===== src/rtl/eth_tx_arbiter.sv =====
// Shares the 8-bit AXI-Stream MAC transmit path between the ARP reply generator and the IP/UDP path.
// The grant is held for a whole frame, an inter-frame gap follows, and stalled frames are aborted then flushed.
module eth_tx_arbiter #(
  parameter int ARP_PRIORITY  = 1,
  parameter int IFG_CYCLES    = 12,
  parameter int TIMEOUT_WIDTH = 12
) (
  input  logic        clk,
  input  logic        reset,
  input  logic [7:0]  arp_axis_tdata_in,
  input  logic        arp_axis_tvalid_in,
  input  logic        arp_axis_tlast_in,
  output logic        arp_axis_tready_o,
  input  logic [7:0]  ip_axis_tdata_in,
  input  logic        ip_axis_tvalid_in,
  input  logic        ip_axis_tlast_in,
  output logic        ip_axis_tready_o,
  output logic [7:0]  mac_axis_tdata_out,
  output logic        mac_axis_tvalid_out,
  output logic        mac_axis_tlast_out,
  output logic        mac_axis_tuser_out,
  input  logic        mac_axis_tready_in,
  output logic        busy_o,
  output logic [15:0] arp_frames_o,
  output logic [15:0] ip_frames_o,
  output logic [7:0]  abort_cnt_o
);

  localparam int GAP_W    = (IFG_CYCLES > 2) ? $clog2(IFG_CYCLES) : 1;
  localparam int GAP_LOAD = (IFG_CYCLES > 0) ? IFG_CYCLES - 1 : 0;

  typedef enum logic [2:0] {IDLE, ARP_TX, IP_TX, ABORT, FLUSH, GAP} state_t;

  localparam state_t FRAME_END = (IFG_CYCLES > 0) ? GAP : IDLE;

  state_t                   state, state_d;
  logic                     last_arp, last_arp_d;
  logic [TIMEOUT_WIDTH-1:0] wd, wd_d;
  logic [GAP_W-1:0]         gap_cnt, gap_cnt_d;
  logic                     arp_done, ip_done, abort_done;
  logic                     src_valid, src_last;
  logic [7:0]               src_data;

  // last_arp doubles as the current grant once a TX/ABORT/FLUSH state is entered
  assign src_valid = last_arp ? arp_axis_tvalid_in : ip_axis_tvalid_in;
  assign src_last  = last_arp ? arp_axis_tlast_in  : ip_axis_tlast_in;
  assign src_data  = last_arp ? arp_axis_tdata_in  : ip_axis_tdata_in;
  assign busy_o    = (state != IDLE);

  always_comb begin
    state_d             = state;
    last_arp_d          = last_arp;
    wd_d                = wd;
    gap_cnt_d           = gap_cnt;
    arp_done            = 1'b0;
    ip_done             = 1'b0;
    abort_done          = 1'b0;
    arp_axis_tready_o   = 1'b0;
    ip_axis_tready_o    = 1'b0;
    mac_axis_tdata_out  = '0;
    mac_axis_tvalid_out = 1'b0;
    mac_axis_tlast_out  = 1'b0;
    mac_axis_tuser_out  = 1'b0;
    unique case (state)
      IDLE: begin
        wd_d = '0;
        if (arp_axis_tvalid_in &&
            (!ip_axis_tvalid_in || (ARP_PRIORITY != 0) || !last_arp)) begin
          state_d    = ARP_TX;
          last_arp_d = 1'b1;
        end else if (ip_axis_tvalid_in) begin
          state_d    = IP_TX;
          last_arp_d = 1'b0;
        end
      end
      ARP_TX, IP_TX: begin
        mac_axis_tdata_out  = src_data;
        mac_axis_tvalid_out = src_valid;
        mac_axis_tlast_out  = src_last;
        arp_axis_tready_o   = last_arp && mac_axis_tready_in;
        ip_axis_tready_o    = !last_arp && mac_axis_tready_in;
        if (src_valid && mac_axis_tready_in) begin
          wd_d = '0;
          if (src_last) begin
            arp_done  = last_arp;
            ip_done   = !last_arp;
            state_d   = FRAME_END;
            gap_cnt_d = GAP_W'(GAP_LOAD);
          end
        end else begin
          // a transfer on the expiry cycle takes the branch above, so it wins
          wd_d = wd + 1'b1;
          if (&wd_d) begin
            state_d = ABORT;
            wd_d    = '0;
          end
        end
      end
      ABORT: begin
        mac_axis_tvalid_out = 1'b1;
        mac_axis_tlast_out  = 1'b1;
        mac_axis_tuser_out  = 1'b1;
        if (mac_axis_tready_in) begin
          abort_done = 1'b1;
          state_d    = FLUSH;
        end
      end
      FLUSH: begin
        arp_axis_tready_o = last_arp;
        ip_axis_tready_o  = !last_arp;
        if (src_valid && src_last) begin
          state_d   = FRAME_END;
          gap_cnt_d = GAP_W'(GAP_LOAD);
        end
      end
      GAP: begin
        if (gap_cnt == '0) state_d = IDLE;
        else               gap_cnt_d = gap_cnt - 1'b1;
      end
      default: state_d = IDLE;
    endcase
  end

  always_ff @(posedge clk or negedge reset) begin
    if (!reset) begin
      state        <= IDLE;
      last_arp     <= 1'b0;
      wd           <= '0;
      gap_cnt      <= '0;
      arp_frames_o <= '0;
      ip_frames_o  <= '0;
      abort_cnt_o  <= '0;
    end else begin
      state    <= state_d;
      last_arp <= last_arp_d;
      wd       <= wd_d;
      gap_cnt  <= gap_cnt_d;
      if (arp_done) arp_frames_o <= arp_frames_o + 16'd1;
      if (ip_done)  ip_frames_o  <= ip_frames_o + 16'd1;
      if (abort_done && (abort_cnt_o != 8'hFF)) abort_cnt_o <= abort_cnt_o + 8'd1;
    end
  end

endmodule

===== config.mk =====
export PLATFORM = sky130hd
export DESIGN_NAME = eth_tx_arbiter
export DESIGN_NICKNAME = d
export VERILOG_FILES = /design/src/rtl/eth_tx_arbiter.sv
export SDC_FILE = /design/constraint.sdc
export NUM_CORES = 1
export LEC_CHECK = 0
export BUFFER_PORTS_ARGS = -buffer_cell sky130_fd_sc_hd__buf_4
export CAP_MARGIN = 20
export CORE_MARGIN = 1
export CORE_UTILIZATION = 45
export DETAILED_ROUTE_END_ITERATION = 12
export GPL_ROUTABILITY_DRIVEN = 0
export PLACE_DENSITY_LB_ADDON = 0.25
export RECOVER_POWER = 25
export SLEW_MARGIN = 15
export SYNTH_ARGS = -nofsm -noshare
export SYNTH_HDL_FRONTEND = slang
export SYNTH_SLANG_ARGS = --single-unit

===== constraint.sdc =====
create_clock -name clk -period 2.55 [get_ports clk]
set_input_delay 0.3825 -clock clk [delete_from_list [all_inputs] [get_ports clk]]
set_output_delay 0.3825 -clock clk [all_outputs]
set_load 0.005 [all_outputs]

==> flow_summary.toml <==
[global_route]
globalRouteMet1Util = 0.251
top_usage_layer = "met2"
grt_overflow = 0
grt_pass1_vias = 2663
grt_use_total = 0.198
grt_antenna_before_repair = 0
grt_pass1_wl_um = 11900
met2_usage = 0.318
use_met3 = 0.0485
grt_max_degree = 61

[timing]
slew_headroom = 0.0216
finalSetupTns_ns = 0
min_period_ns = 2.48
finalCritPeriodShare = 0.971
setup_violations = 0
rsz0062_at_grt = "false"
final_hold_viol_count = 0
finalClockSkew_ns = 0.00810
slew_viol_final = 0
tightest_slew_ns = 1.47
fin_hold_ws_ns = 0.328
clock.fmax_mhz = 404

[power]
power_frac_clock = 0.229
power_frac_seq = 0.345
p_int_uw = 2290
p_switching_uw = 1320
power_frac_comb = 0.426
switching_share = 0.365
irDropWorstVdd_mv = 0.672
p_per_area_nw_per_um2 = 847
leakagePower_uw = 0.00217

[yosys]
synth-edff-count = 0
synth_nets = 386
syn-cell-area_um2 = 3360
postSynthCellCount = 356
ys.flop_type = "dfrtp_1"
ys_types = 55
synth_area_per_cell_um2 = 9.45
synth-seq-cells = 60
async_flop_share = 1.00
ys_seq_area_frac = 0.446
yosys_warnings = 0

[clock_network]
numCtsBuffers = 9
cts_sinks = 60
clkLatencyLatePin_ns = 0.34
clock_path_buffers = 2
cts.htree.levels = 3
cts_hold_buf = 0
cts_tree = "done"
postCtsSetupBuffers = 0
cts.repair.resized = 0
cts_root_buffer = "clkbuf_8"
clk_pin_slew_ns = 0.07

[cells_and_area]
layout_common_cells = "87 x buf_4, 60 x dfrtp_1, 39 x nor2_1, 39 x nand2_1, 24 x xor2_1"
layout-drive-gt1-share = 0.269
area_growth_pct = 26.8
final_common_cell = "buf_4"
diodes = 0
nNetsFinal = 471

[floorplanning]
die_h_um = 88.5
die_area_um2 = 7830
core_area_um2 = 7250
ioPinCount = 77
fp.dieW_um = 88.5
core.rowCount = 31
start_util = 0.464

[drt]
ant_nets = 0
dr.pass1.iters = 4
first_iter_violations = 133
vias = 2898
wl_um = 7200
viasPerCell = 5.32
route.detailed.drc = 0
wl_per_cell_um = 13.2

[placement]
portBuffers = 76
hpwl_um = 5230

[critical_path]
critPathArrivalTime_ns = 2.70
cp_max_fo = 6
end_kind = "flip-flop"
startpoint_type = "flip-flop"
path_class = "flip-flop to flip-flop"
required_ns = 2.77

[outcome]
outcome = "finished, final reports clean"

[run]
maxCapViolations = 0

[min_path]
hold_class = "input port to flip-flop"
## through the flow
| step | util | area (µm²) | instances | total power [µW] | setup WS [ns] |
|---|---|---|---|---|---|
| floorplan | - | 3360 | 356 | 2140 | 0.251 |
| global placement | 0.563 | 4080 | 529 | 2750 | 0.205 |
| detailed placement | 0.563 | 4080 | 529 | 2800 | 0.0970 |
| CTS | 0.588 | 4260 | 545 | 3640 | 0.0670 |
| global route | 0.588 | 4270 | 545 | 3890 | 0.000106 |
| finish | 0.588 | 4270 | 545 | 3610 | 0.0742 |
## cell families after synthesis
logic type / Yosys count / share of synthesized area
AOI/OAI and AO/OA: 50 / 0.104
xor gates and xnor gates: 38 / 0.0989
adders and majority gates: 8 / 0.0290
buffers and inverters: 28 / 0.0361
DFF: 60 / 0.446
muxes: 14 / 0.0431
and+or+nand+nor: 158 / 0.242
## synthesized netlist by cell type, types with 7 or more instances
master | count | share of area
nand4_1 | 15 | 0.028
and3_1 | 8 | 0.015
nand3_1 | 17 | 0.025
nand2_1 | 39 | 0.044
dfrtp_1 | 60 | 0.45
nor3_1 | 10 | 0.015
nor2_1 | 39 | 0.044
mux2i_1 | 10 | 0.030
xnor2_1 | 14 | 0.036
ha_1 | 7 | 0.026
inv_1 | 14 | 0.016
o21ai_0 | 11 | 0.016
xor2_1 | 24 | 0.062
## registers in the layout, summed over array words and instances, names as in the netlist
signal        flops
abort_cnt_o       8
arp_frames_o     16
gap_cnt           4
ip_frames_o      16
last_arp          1
state             3
wd               12
## final timing paths
check	startpoint	end	slack, ns	depth (start not counted)
min in group asynchronous	reset	ip_frames_o[10]	0.38	1
setup / recovery	wd[1]	state[1]	0.07	7
hold / removal	arp_axis_tvalid_in	last_arp	0.33	2
max in group asynchronous	reset	abort_cnt_o[2]	1.27	1
setup reg to reg	wd[1]	state[1]	0.07	7
hold reg to reg	arp_frames_o[15]	arp_frames_o[15]	0.47	1
## worst max-delay path, stage by stage (launching register included)
cell and delay (ns):
dfrtp_1 0.43, ha_1 0.26, nand4b_1 0.18, or4_2 0.54, nand4_1 0.17, nand4_1 0.19, a21oi_2 0.23, mux2_2 0.36
## power by group through the flow
stage / registers (µW) / clock network, µW / logic, µW
after detailed placement: 1260 / 0 / 1540
after global routing: 1270 / 903 / 1720
final: 1240 / 827 / 1540
after CTS: 1240 / 853 / 1540
after global placement: 1250 / 0 / 1500
after floorplan: 1230 / 0 / 905
## per-layer routing
metal,wire (µm),vias to the layer above
li1,-,1425
met1,3410,1367
met2,3300,95
met3,360,11
met4,127,0
met5,0,-
## layout make-up
class	instances	area (µm²)
multi-input cells	268	1750
repair buffers	88	658
clock inverters	5	52.6
clock buffers	11	131
inverters	14	52.6
flip-flops and latches	60	1500
well taps	99	124
fillers	644	2990
Power figures use the tool's default switching activity.
